===== src/rtl/bram_fifo_ctrl.sv =====
// FIFO controller over a two-port block RAM (write on B, registered read on A), first-word-fall-through output.
// Latency: push in cycle 0 -> rd_valid/rd_data in cycle 3; sustains one push and one pop per cycle.
// Backpressure: full drops pushes and sets sticky overflow; rd_ack stalls the two-entry output stage.
module bram_fifo_ctrl #(
    parameter int DATA_W = 8,
    parameter int ADDR_W = 10
) (
    input  logic              clk,
    input  logic              reset,
    input  logic              clear,
    input  logic              wr_en,
    input  logic [DATA_W-1:0] wr_data,
    output logic              full,
    output logic              overflow,
    input  logic              rd_ack,
    output logic [DATA_W-1:0] rd_data,
    output logic              rd_valid,
    output logic [ADDR_W+1:0] level,
    output logic              ram_b_we,
    output logic [ADDR_W-1:0] ram_b_addr,
    output logic [DATA_W-1:0] ram_b_write,
    output logic [ADDR_W-1:0] ram_a_addr,
    input  logic [DATA_W-1:0] ram_a_read
);

    logic [ADDR_W:0]   wr_ptr, rd_ptr, ram_count;
    logic [ADDR_W:0]   wr_ptr_n, rd_ptr_n, ram_count_n;
    logic              pending;
    logic [1:0]        occ, occ_n;
    logic [2:0]        occ_sum;
    logic [DATA_W-1:0] out_reg, skid_reg, out_n, skid_n;
    logic [ADDR_W-1:0] a_addr_q;
    logic [ADDR_W+1:0] level_n;
    logic              push, pop, issue;

    assign ram_count   = wr_ptr - rd_ptr;
    assign full        = (ram_count == {1'b1, {ADDR_W{1'b0}}});
    assign push        = wr_en & ~full;
    assign rd_valid    = (occ != 2'd0);
    assign pop         = rd_ack & rd_valid;
    assign rd_data     = out_reg;

    assign ram_b_we    = push;
    assign ram_b_addr  = wr_ptr[ADDR_W-1:0];
    assign ram_b_write = wr_data;

    // occ_sum is the stage occupancy after this cycle's return and pop; an issue
    // is allowed only if the word it fetches will still have a slot to land in.
    assign occ_sum     = {1'b0, occ} + {2'b00, pending} - {2'b00, pop};
    assign occ_n       = occ_sum[1:0];
    assign issue       = (ram_count != '0) && (occ_sum < 3'd2);
    assign ram_a_addr  = issue ? rd_ptr[ADDR_W-1:0] : a_addr_q;

    assign wr_ptr_n    = wr_ptr + {{ADDR_W{1'b0}}, push};
    assign rd_ptr_n    = rd_ptr + {{ADDR_W{1'b0}}, issue};
    assign ram_count_n = wr_ptr_n - rd_ptr_n;
    assign level_n     = {1'b0, ram_count_n} + {{(ADDR_W+1){1'b0}}, issue}
                       + {{ADDR_W{1'b0}}, occ_n};

    always_comb begin
        out_n  = out_reg;
        skid_n = skid_reg;
        if (pop && occ == 2'd2) begin
            out_n = skid_reg;
            if (pending) skid_n = ram_a_read;
        end else if (pending) begin
            if (occ == 2'd0 || pop) out_n  = ram_a_read;
            else                    skid_n = ram_a_read;
        end
    end

    always_ff @(posedge clk or posedge reset) begin
        if (reset) begin
            wr_ptr   <= '0;
            rd_ptr   <= '0;
            pending  <= 1'b0;
            occ      <= 2'd0;
            out_reg  <= '0;
            skid_reg <= '0;
            a_addr_q <= '0;
            level    <= '0;
            overflow <= 1'b0;
        end else if (clear) begin
            wr_ptr   <= '0;
            rd_ptr   <= '0;
            pending  <= 1'b0;
            occ      <= 2'd0;
            out_reg  <= '0;
            skid_reg <= '0;
            a_addr_q <= '0;
            level    <= '0;
            overflow <= 1'b0;
        end else begin
            wr_ptr   <= wr_ptr_n;
            rd_ptr   <= rd_ptr_n;
            pending  <= issue;
            occ      <= occ_n;
            out_reg  <= out_n;
            skid_reg <= skid_n;
            a_addr_q <= ram_a_addr;
            level    <= level_n;
            overflow <= overflow | (wr_en & full);
        end
    end

endmodule

===== config.mk =====
export PLATFORM = sky130hd
export DESIGN_NAME = bram_fifo_ctrl
export DESIGN_NICKNAME = d
export VERILOG_FILES = /design/src/rtl/bram_fifo_ctrl.sv
export SDC_FILE = /design/constraint.sdc
export NUM_CORES = 1
export LEC_CHECK = 0
export CAP_MARGIN = 10
export CORE_MARGIN = 2
export CORE_UTILIZATION = 25
export CTS_CLUSTER_SIZE = 25
export DETAILED_ROUTE_END_ITERATION = 7
export HOLD_SLACK_MARGIN = 0.1
export MAX_ROUTING_LAYER = met4
export PLACE_DENSITY = 0.46
export SETUP_SLACK_MARGIN = 0.4
export SYNTH_ARGS = -nofsm -noshare
export SYNTH_HDL_FRONTEND = slang
export SYNTH_SLANG_ARGS = --single-unit

===== constraint.sdc =====
create_clock -name clk -period 7.1 [get_ports clk]
set_clock_uncertainty 0.15 [all_clocks]
set_input_delay 1.42 -clock clk [delete_from_list [all_inputs] [get_ports clk]]
set_output_delay 1.42 -clock clk [all_outputs]
set_load 0.02 [all_outputs]

==> Yosys cells after proc, flatten, opt, wreduce, memory -nomap -nowiden <==
Cells that the tools add are included.
Widths: inputs -> output; s select.
{ "word_totals": {"inputBits": 21, "output_inout_bits": 52, "reg_bits": 64, "elab_cells": 54} }
{ "op_classes": {"bitwise": 5, "n_reduce_logical": 11, "muxes": 17, "order_cmp": 1, "add_sub_neg": 8, "eq_ne": 3} }
{ "ops": {"columns": ["cell", "count"], "rows": [
  ["$mux 8", 9],
  ["$add 11x1->11", 2],
  ["$mux 11", 2],
  ["$sub 11x11->11", 2],
  ["$mux 10", 2],
  ["$add 11x1->12", 1],
  ["$add 12x2->12", 1],
  ["$mux 12", 1],
  ["$eq 11x11->1 const B", 1],
  ["$reduce_bool 11->1", 1],
  ["$reduce_bool 3->1", 2],
  ["$reduce_and 2->1", 2],
  ["$reduce_bool 2->1", 2],
  ["$add 2x1->3", 1],
  ["$and 1x1->1", 3],
  ["$lt 3x2->1 const B", 1],
  ["$ne 3x3->1 const B", 1],
  ["$sub 3x1->3", 1],
  ["$eq 2x2->1 const B", 1],
  ["$logic_and 1x1->1", 2],
  ["$logic_not 2->1", 1],
  ["$mux 1", 2],
  ["$mux 2", 1],
  ["$logic_or 1x1->1", 1],
  ["other kinds (2)", 2]
]} }

==> Depth between registers and ports, before layout <==
{ "depth": {"ltp_word": 10, "depth_mapped": 24, "ltp_nobuf": 24} }

==> Least setup slack after synthesis <==
OpenSTA, ideal clock, no wires.
{ "synth_path": {"kind": "input to register", "from": "input port rd_ack", "to": "register level[10]", "setup_slack_ns": 0.883, "t_arrival_ns": 5.948, "stages": 22, "cell_sequence": "and2_1 ha_1 inv_1 ha_1 inv_1 fa_1 inv_1 a211oi_2 buf_2 ha_1 nand2_1 nor2_1 xnor2_1 ha_1 a21o_1 or4_1 o22ai_1 xnor2_1 nand3_1 or3b_1 o221ai_2 a21bo_1"} }
{ "synth_via": {"elab_chain_cells": 9} }
{ "synth_lines": {"columns": ["item", "line_no", "rtl"], "rows": [
  ["from (decl)", "15", "input logic rd_ack,"],
  ["$and 1x1->1 (*)", "40", "assign pop = rd_ack & rd_valid;"],
  ["$sub 3x1->3 (*)", "49", "assign occ_sum = {1'b0, occ} + {2'b00, pending} - {2'b00, pop};"],
  ["$lt 3x2->1", "51", "assign issue = (ram_count != '0) && (occ_sum < 3'd2);"],
  ["$logic_and 1x1->1", "51", null],
  ["$add 11x1->11", "55", "assign rd_ptr_n = rd_ptr + {{ADDR_W{1'b0}}, issue};"],
  ["$sub 11x11->11", "56", "assign ram_count_n = wr_ptr_n - rd_ptr_n;"],
  ["$add 11x1->12", "57", "assign level_n = {1'b0, ram_count_n} + {{(ADDR_W+1){1'b0}}, issue}"],
  ["$add 12x2->12 (*)", "58", "+ {{ADDR_W{1'b0}}, occ_n};"],
  ["$mux 12 (*)", "83", "end else if (clear) begin"],
  ["to (signal assigned)", "101", "level <= level_n;"],
  ["to (decl)", "18", "output logic [ADDR_W+1:0] level,"]
]} }
Mark *: on every way between the ends. The rest lies on a longest branch, timed or not.
A chain may end at the register's enable or synchronous reset.

==> Final worst setup path <==
Ends and elaborated chain as after synthesis.

==> reports/qor.csv <==
metric,value,unit
setup_viol,0,
finalSetupTns,0,ps
clock_latency,330,ps
r2r-start,rd_ptr[1],
end_kind,flip-flop,
crit_buf_inv,5,
routed_wl,10870,um
power_frac_comb,58.9,%
grt.overflow.total,0,
worst-path-stages,23,
hp-class,reg -> reg,
fp.dieH,134.8,um
swShare,42.07,%
max_freq,157.5,MHz
clockBufferDepth,2,
p_total,2.288,mW
post_drt_wl_per_cell,15.18,um
hold_viol,0,
max_stage_delay,560,ps
grt_pass1_wl,17950,um
viasPerCell,4.511,
vias,3230,
synth_top_cell_area_share,37.44,%
route.detailed.drc,0,
critPathLaunch,rd_ack,
die_w,134.8,um
tightest_slew,1009,ps
syn-num-nets,502,
ios,73,
worstSetupPathType,in -> reg,
rsz0062_at_grt,no,
power_frac_seq,21.1,%
dpl.hpwl,8076,um
crit_top_cell,inv_1,
clkPwrFrac,20.0,%
postSynth.asyncResetShare,100.0,%
grt_pass1_vias,3376,
finalMaxSlewViolations,0,
largest_reg_flops,12,
cts_buffers,9,
antenna_cells,0,
outcome,"complete, no violations",
dieArea,0.01817,mm2
yosysTopAreaCell,dfrtp_1,
synth_seq_cells,64,
reg2regPathDepth,24,
r2r-end,level[10],
synthCells,449,
gp_congestion,0.7919,
largest-register,level,
synth.distinct_cells,60,
reg_top3,"level x12, rd_ptr x11, wr_ptr x11",
p_switching,0.9626,mW
core_area,0.01664,mm2
path_cells,"clkdlybuf4s50_1, and2_1, ha_1, inv_1, ha_1, inv_1, fa_1, inv_1, a211oi_4, ha_2, nand2_1, nor2_2, nand3_1, xnor2_1, ha_1, inv_1, or3_1, o211ai_1, and3_2, nand3_1, or3b_1, o221ai_2, a21bo_1",
mostFrequentLayoutCells,"dfrtp_1, nor2_1, clkdlybuf4s50_1",
cp_data_arrival_time,6420,ps
synth_area_leaders,"dfrtp_1, ha_1, mux2i_1",
antenna_found_initial,0,
port_buffers,56,
final_common_cell,dfrtp_1,
p_leak,2.433,nW
slew_headroom,32.28,%
powerDensity,432.8,mW/mm2
first_iter_violations,153,
initial_core_util,25.70,%
crit_fanout,6,
htreeDepth,3,
cts_root_buffer,clkbuf_16,
path_delay_family,simple AND/OR/NAND/NOR gates,
crit_path_start_kind,input pin,
finalCritPeriodShare,89.40,%
crit_required,7180,ps
syn_to_final_growth,23.57,%
cts_hold_buf,0,
clk_pin_slew,60,ps
cap_violations,0,
fill_cells,1708,
drive_gt1_share,10.69,%
cts_tree,done,
grt_usage,13.06,%
seq_area_frac_synth,37.44,%
p_int,1.325,mW
clkSinkCount,64,
ys.flop_type,dfrtp_1,
period_needed,6348,ps
synth_edf_count,0,
crit_slowest_cell,fa_1,
final_antenna_net_count,0,
synth.avg_cell_area,9.528,um2
ff2ff_setup_slack,1030,ps
final_net_count,544,
endpoint,level[10],
syn_area,0.004278,mm2
peakVddDrop,0.1678,mV
grt_max_degree,65,
yosys_warnings,0,
drtPass1Iterations,4,
num_rows,47,
[routing by layer]
| layer | vias to the layer above | track usage [%] | part of all wire [%] |
|---|---|---|---|
| met5 | - | - | 0 |
| met4 | 0 | 5.029 | 1.5 |
| met3 | 14 | 1.539 | 2.2 |
| met2 | 40 | 20.56 | 46 |
| met1 | 1562 | 17.24 | 50 |
| li1 | 1614 | - | - |
[power groups by stage]
stage / logic (mW) / clock network, mW / registers, mW
after floorplan: 0.941 / 0 / 0.525
after global placement: 1.35 / 0 / 0.489
after detailed placement: 1.33 / 0 / 0.489
after CTS: 1.35 / 0.466 / 0.485
after global routing: 1.51 / 0.483 / 0.493
final: 1.35 / 0.458 / 0.483
[tightest hold or removal path: stages, from the launching register on]
cell and delay (ps):
dfrtp_1 350, a31oi_1 50, nor2_1 70
[cell families after synthesis]
logic type | after synthesis | synth area share (%)
AND/OR/NAND/NOR | 162 | 18.43
flip-flops | 64 | 37.44
buffers and inverters | 61 | 7.429
AO/OA/AOI/OAI | 56 | 9.886
multiplexers | 39 | 9.418
XOR/XNOR | 35 | 7.341
adder cells (fa/ha/maj) | 32 | 10.06
[synth_stat cells, drive strengths merged (12+ instances only)]
cell	number
dfrtp	64
o21ai	12
nand2	33
nand3	15
nor2	58
and2	13
ha	28
inv	30
xnor2	17
xor2	18
mux2i	29
buf	23
[stage by stage]
| stage | instance area [um2] | utilization (%) | setup slack (ps) | instances | hold slack [ps] |
|---|---|---|---|---|---|
| after floorplan | 4278 | - | 883.0 | 449 | 338.5 |
| after global placement | 4937 | 29.67 | 418.7 | 698 | 341.3 |
| after detailed placement | 4937 | 29.67 | 297.6 | 698 | 359.7 |
| after CTS | 5245 | 31.52 | 638.4 | 714 | 372.2 |
| after global routing | 5286 | 31.76 | 401.6 | 716 | 398.1 |
| final | 5286 | 31.76 | 752.3 | 716 | 361.4 |
[how the worst min path moves through the flow]
| stage | from | endpoint | slack (ps) | depth (start not counted) |
|---|---|---|---|---|
| global placement | overflow | overflow | 340 | 2 |
| finish | overflow | overflow | 360 | 2 |
| floorplan | skid_reg[0] | skid_reg[0] | 340 | 2 |
| detailed placement | overflow | overflow | 360 | 2 |
| CTS | overflow | overflow | 370 | 2 |
| global route | overflow | overflow | 400 | 2 |
[area by class of cell]
type / instances / area, um2 / area share [%]
clock buffer: 11 / 252.7 / 4.781
clock inverter: 5 / 55.05 / 1.041
inverter: 31 / 116.4 / 2.201
multi-input combinational: 324 / 2392 / 45.25
sequential: 64 / 1602 / 30.30
tap: 220 / 275.3 / 5.207
timing repair buffer: 61 / 593.1 / 11.22
[what timing repair did]
item | CTS | global route
buffers inserted | 0 | 2
gates resized for setup | 0 | 5
endpoints found under the setup margin | 0 | 2
No activity file was read; power rests on OpenSTA's default activity.
